**src/rtl/alu_share_ctrl.sv**
```systemverilog
// Two-requester arbiter and two-stage issue/retire pipeline for the shared 16-bit ALU.
// Also owns the architectural carry/zero flags, written only by flag-writing requester-0 ops.
module alu_share_ctrl #(
  parameter int WIDTH = 16,
  parameter int FW    = 3
) (
  input  logic             clk,
  input  logic             rst_n,
  input  logic             flush,
  input  logic             r0_valid,
  output logic             r0_ready,
  input  logic [WIDTH-1:0] r0_a,
  input  logic [WIDTH-1:0] r0_b,
  input  logic [FW-1:0]    r0_f,
  input  logic             r0_wflags,
  input  logic             r1_valid,
  output logic             r1_ready,
  input  logic [WIDTH-1:0] r1_a,
  input  logic [WIDTH-1:0] r1_b,
  input  logic [FW-1:0]    r1_f,
  output logic [WIDTH-1:0] alu_a,
  output logic [WIDTH-1:0] alu_b,
  output logic [FW-1:0]    alu_f,
  input  logic [WIDTH-1:0] alu_y,
  input  logic             alu_c,
  input  logic             alu_z,
  output logic             rsp_valid,
  output logic             rsp_id,
  output logic [WIDTH-1:0] rsp_y,
  output logic             rsp_c,
  output logic             rsp_z,
  output logic             flag_c,
  output logic             flag_z,
  output logic             busy
);

  logic last_grant;  // 1: requester 1 was granted last
  logic s1_valid;
  logic s1_id;
  logic s1_wflags;
  logic grant0;
  logic grant1;
  logic accept0;
  logic accept1;
  logic accept;
  logic retire;

  always_comb begin
    grant0  = r0_valid & (~r1_valid | last_grant);
    grant1  = r1_valid & (~r0_valid | ~last_grant);
    accept0 = r0_valid & r0_ready;
    accept1 = r1_valid & r1_ready;
    accept  = accept0 | accept1;
    retire  = s1_valid & ~flush;
  end

  assign r0_ready = grant0 & ~flush;
  assign r1_ready = grant1 & ~flush;
  assign busy     = s1_valid | rsp_valid;

  always_ff @(posedge clk or negedge rst_n) begin
    if (!rst_n) begin
      alu_a      <= '0;
      alu_b      <= '0;
      alu_f      <= '0;
      s1_valid   <= 1'b0;
      s1_id      <= 1'b0;
      s1_wflags  <= 1'b0;
      last_grant <= 1'b1;
    end else begin
      s1_valid <= accept;
      if (accept) begin
        alu_a      <= accept0 ? r0_a : r1_a;
        alu_b      <= accept0 ? r0_b : r1_b;
        alu_f      <= accept0 ? r0_f : r1_f;
        s1_id      <= accept1;
        s1_wflags  <= accept0 & r0_wflags;
        last_grant <= accept1;
      end
    end
  end

  // A flushed op neither produces a response nor writes flags.
  always_ff @(posedge clk or negedge rst_n) begin
    if (!rst_n) begin
      rsp_valid <= 1'b0;
      rsp_id    <= 1'b0;
      rsp_y     <= '0;
      rsp_c     <= 1'b0;
      rsp_z     <= 1'b0;
      flag_c    <= 1'b0;
      flag_z    <= 1'b0;
    end else begin
      rsp_valid <= retire;
      if (retire) begin
        rsp_id <= s1_id;
        rsp_y  <= alu_y;
        rsp_c  <= alu_c;
        rsp_z  <= alu_z;
        if (!s1_id && s1_wflags) begin
          flag_c <= alu_c;
          flag_z <= alu_z;
        end
      end
    end
  end

endmodule

```
**config.mk**
```make
export PLATFORM = sky130hd
export DESIGN_NAME = alu_share_ctrl
export DESIGN_NICKNAME = d
export VERILOG_FILES = /design/src/rtl/alu_share_ctrl.sv
export SDC_FILE = /design/constraint.sdc
export NUM_CORES = 1
export LEC_CHECK = 0
export ABC_AREA = 0
export CAP_MARGIN = 5
export CORE_MARGIN = 2
export CORE_UTILIZATION = 39
export CTS_BUF_LIST = sky130_fd_sc_hd__clkbuf_4 sky130_fd_sc_hd__clkbuf_8 sky130_fd_sc_hd__clkbuf_16
export CTS_CLUSTER_DIAMETER = 30
export DETAILED_ROUTE_END_ITERATION = 10
export GPL_TIMING_DRIVEN = 0
export PLACE_DENSITY = 0.91
export SETUP_SLACK_MARGIN = 0.15
export SYNTH_ARGS = -nofsm -noshare
export SYNTH_HDL_FRONTEND = slang
export SYNTH_SLANG_ARGS = --single-unit
```
**constraint.sdc**
```tcl
create_clock -name clk -period 1.5 [get_ports clk]
set_clock_uncertainty 0.1 [all_clocks]
set_input_delay 0.375 -clock clk [delete_from_list [all_inputs] [get_ports clk]]
set_output_delay 0.375 -clock clk [all_outputs]
set_load 0.01 [all_outputs]
```
== Word-level counts from Yosys, hierarchy flattened ==
Cells that the tools add are included.
Cells by class
  reductions and logical operators: 3
  mux-type cells: 3
  bitwise gates (word level): 16
Operator list (number)
  16-bit 2-to-1 mux: 2
  1-bit AND: 8
  1-bit NOT: 4
  1-bit OR: 4
  3-bit 2-to-1 mux: 1
  2-bit AND reduction: 1
  1-bit logical AND: 1
  1-bit zero test: 1
Word-level totals
  logic and storage cells: 36
  flip-flop bits (word level): 61
  output and inout port bits: 60
  input bits: 94

== Longest topological paths before layout ==
  depth after elaboration: 6
  depth in mapped cells: 5
  depth with buffers taken out: 3

== Worst setup path before layout ==
No wires, ideal clock.
  kind: reg2out
  start: reg last_grant
  end: out r0_ready
  data arrival time: 1.012 ns
  required time: 1.025 ns
  slack: 0.013 ns
  path buffers: 2
  stages on the path, launching flop included: 5
  cells stage by stage: dfstp_2 nor2b_1 buf_4 buf_4 nor2_2
Between the ends
  cells in the longest elaborated chain, start to end: 3
RTL lines
  start, declared: line 37  | logic last_grant;
  start signal, assigned: line 78  | last_grant <= accept1;
  1-bit OR: line 49  | grant0 = r0_valid & (~r1_valid | last_grant);
  1-bit AND: line 49
  1-bit AND: line 57  | assign r0_ready = grant0 & ~flush;
  end, declared: line 11  | output logic r0_ready,
No other way between the ends.

== Worst setup path after layout ==
Same ends and word-level chain as after synthesis.

==> impl_results.rst <==
.. list-table::
   :header-rows: 1

   * - Metric
     - Value
   * - Outcome
     - finished with violations
   * - Violated checks
     - hold timing, setup timing
   * - CP Data Arrival Time
     - 1.37 ns
   * - Total via count after detailed routing
     - 2892
   * - Share of synthesized flip-flops with an asynchronous set or reset
     - 1.00
   * - Vias in the first global route
     - 2954
   * - Iter 0 DRT Violations
     - 116
   * - Die boundary width
     - 88.6 µm
   * - GRT Overall Usage
     - 0.237
   * - Row count
     - 30
   * - Final instance count without filler cells
     - 561
   * - Clock latency on the worst-skew pair
     - 0.33 ns
   * - Crit. End Element
     - primary output
   * - Global placer's final weighted congestion
     - 0.782
   * - Clock tree from TritonCTS
     - done
   * - Sinks on Clock Net
     - 61
   * - Largest net degree at the start of global routing
     - 36
   * - Worst Path Class, Setup
     - register to primary output
   * - Number of library cell types mapped by synthesis
     - 24
   * - Post-detailed-route via-to-cell ratio
     - 5.16
   * - Number of buffers inserted during clock tree synthesis
     - 9
   * - Largest area contributor in the netlist
     - dfrtp_1
   * - Wire length reported by the detailed router
     - 9410 µm
   * - Antenna diode count
     - 0
   * - Yosys Warn Count
     - 0
   * - Layout cells sized above 1
     - 0.366
   * - Filler cells
     - 530
   * - Mapped Cells
     - 265
   * - Max-slew violation count
     - 0
   * - Tightest slew margin relative to the limit
     - 0.572
   * - Most common cell in the netlist
     - dfrtp_1
   * - Number of nets in the final layout
     - 554
   * - Leading post-synthesis cells by instance count
     - dfrtp_1 (60), a31oi_1 (35), nand3_1 (35), nor2_1 (35), o21ai_1 (29)
   * - IO Count
     - 154
   * - Proportion of synthesized chip area in sequential cells
     - 0.547
   * - Post-Syn Nets
     - 359
   * - RSZ-0062 raised after global routing
     - true
   * - Start point of the critical path
     - last_grant$_DFFE_PN1P_
   * - Area added between synthesis and finish
     - 75.8%
   * - CP Max Fanout
     - 2
   * - Number of storage elements in the synthesis netlist
     - 61
   * - CTS H-Tree Depth
     - 3
   * - # DRC
     - 0
   * - Final Cycle Share
     - 1.23
   * - Pin slew with the least headroom to its limit
     - 0.642 ns
   * - Initial DRT Pass Iterations
     - 4
   * - Fmax
     - 542 MHz
   * - Post-CTS clock slew at the launch and capture registers of the worst setup and hold paths
     - 0.08 ns
   * - Die footprint
     - 0.00786 mm²
   * - Post-detailed-route wirelength per cell
     - 16.8 µm
   * - Deepest clock path buffer count
     - 2
   * - Startpoint of the lowest-slack register-to-register path
     - last_grant$_DFFE_PN1P_
   * - Fin. Hold Viols
     - 26
   * - Area of the core
     - 0.00687 mm²
   * - Half-perimeter wire length after placement
     - 6440 µm
   * - Fraction of post-synthesis cell area in the top cell type by area
     - 0.537
   * - Crit path launch type
     - register
   * - Post-layout minimum cycle time
     - 1.84 ns
   * - Post-synthesis instance area
     - 0.00279 mm²
   * - Wire length of the first global-routing pass
     - 14300 µm
   * - GR Overflow Total
     - 0
   * - Maximum vdd ir drop
     - 691 µV
   * - Syn avg cell area
     - 10.5 µm²
   * - End-of-flow core utilization
     - 0.715
   * - Cell total after placement
     - 515
   * - Leading post-synthesis cells by cell area
     - dfrtp_1 (54%), a31oi_1 (7.8%), mux2_2 (7.7%)
   * - Setup tns final
     - -2.46 ns
   * - Max cap viols
     - 0
   * - Die extent in y
     - 88.6 µm
   * - Flip-flop cell with the highest count after synthesis
     - dfrtp_1
   * - Clock root buffer master
     - clkbuf_8
   * - Number of antenna violations at the first check in global routing
     - 0
   * - Count of port buffers added during placement
     - 153
   * - Final hold slack
     - -0.0450 ns
   * - Number of synthesized flops with an enable pin
     - 0
   * - Worst endpoint required time
     - 1.02 ns
   * - Setup-violating endpoint count in the final report
     - 37
   * - Initial core utilization
     - 0.407
   * - Remaining antenna violation count after routing
     - 0
   * - Power per cell area
     - 1130 mW/mm²
   * - Worst Hold Class
     - primary input to async pin
   * - Worst setup margin
     - -0.345 ns
   * - Leakage power total
     - 0.00212 µW
[metrics by stage]
stage          total power [µW]  instance area, µm²  setup WS [ns]  hold slack (ns)
2_1_floorplan              2690                2800         0.0526          -0.0206
3_3_place_gp               3590                4450          -1.94            0.370
3_5_place_dp               3650                4470          -1.01            0.331
4_1_cts                    5420                4740         -0.346          -0.0284
5_1_grt                    5800                4910         -0.400          0.00366
6_report                   5540                4910         -0.345          -0.0450
[critical path, cell delays in order, from the launching register on]
cell and delay, ns:
dfstp_2 0.53, nor2b_1 0.04, buf_4 0.14, buf_8 0.12
nor2_4 0.09, buf_6 0.11
[sequential cells by signal (all words and copies together) (netlist names)]
| register | count |
|---|---|
| s1_wflags | 1 |
| rsp_valid | 1 |
| s1_id | 1 |
| alu_f | 3 |
| s1_valid | 1 |
| alu_b | 16 |
| last_grant | 1 |
| rsp_z | 1 |
| flag_z | 1 |
| rsp_id | 1 |
| rsp_c | 1 |
| flag_c | 1 |
| alu_a | 16 |
| rsp_y | 16 |
[area by class of cell]
class,instances,area (µm²),share of cell area
plain buffers,26,262,0.0532
clock buffers,9,124,0.0252
clock inverters,7,124,0.0252
inverters,1,3.75,0.000764
multi-input cells,177,1120,0.227
flip-flops and latches,61,1530,0.311
well taps,96,120,0.0245
repair buffers,184,1630,0.333
[layer usage]
metal | share of wire | up-vias | global-route usage | wire (µm)
li1 | - | 1342 | - | -
met1 | 0.40 | 1404 | 0.295 | 3730
met2 | 0.52 | 127 | 0.406 | 4880
met3 | 0.068 | 19 | 0.0569 | 639
met4 | 0.017 | 0 | 0.0758 | 159
met5 | 0 | - | 0 | 0
[repair_timing]
action                                 4_1_cts  5_1_grt
setup buffers                               17        9
pin swaps                                   17       16
gates cloned                                 4        0
gates resized for setup                    271       19
endpoints found under the hold margin       26        0
setup endpoints to repair                  120      117
[logic make-up after synthesis]
kind of cell / synth area share
buffers and inverters: 0.0793
flip-flops: 0.547
AND/OR/NAND/NOR: 0.136
AO/OA/AOI/OAI: 0.153
multiplexers: 0.0846
[report_power, final]
group          internal, µW  leakage, µW  switching, µW  total (µW)
registers              1910     0.000699            144        2060
clock network          1110     0.000120            709        1820
logic                   953      0.00130            709        1660
[final timing paths]
kind | end | slack (ns) | cells past startpoint
setup / recovery | r0_ready | -0.34 | 5
min in group clk | last_grant$_DFFE_PN1P_ | 0.33 | 3
setup reg to reg | alu_b[6]$_DFFE_PN0P_ | -0.12 | 8
hold / removal | alu_a[8]$_DFFE_PN0P_ | -0.05 | 1
max in group asynchronous | last_grant$_DFFE_PN1P_ | 0.67 | 2
hold reg to reg | flag_c$_DFFE_PN0P_ | 0.39 | 1
[layout by cell type (no fill, tap or decap), drive strengths merged, types with 2 or more instances in the layout]
| cell type | n |
|---|---|
| dfrtp | 60 |
| o21ai | 37 |
| clkdlybuf4s15 | 2 |
| buf | 116 |
| bufinv | 3 |
| nor2 | 36 |
| clkinv | 3 |
| nor2b | 3 |
| nand3 | 35 |
| clkbuf | 10 |
| mux2 | 21 |
| a31oi | 35 |
| clkdlybuf4s50 | 89 |
| nand2b | 3 |
No activity file was read; power rests on OpenSTA's default activity.
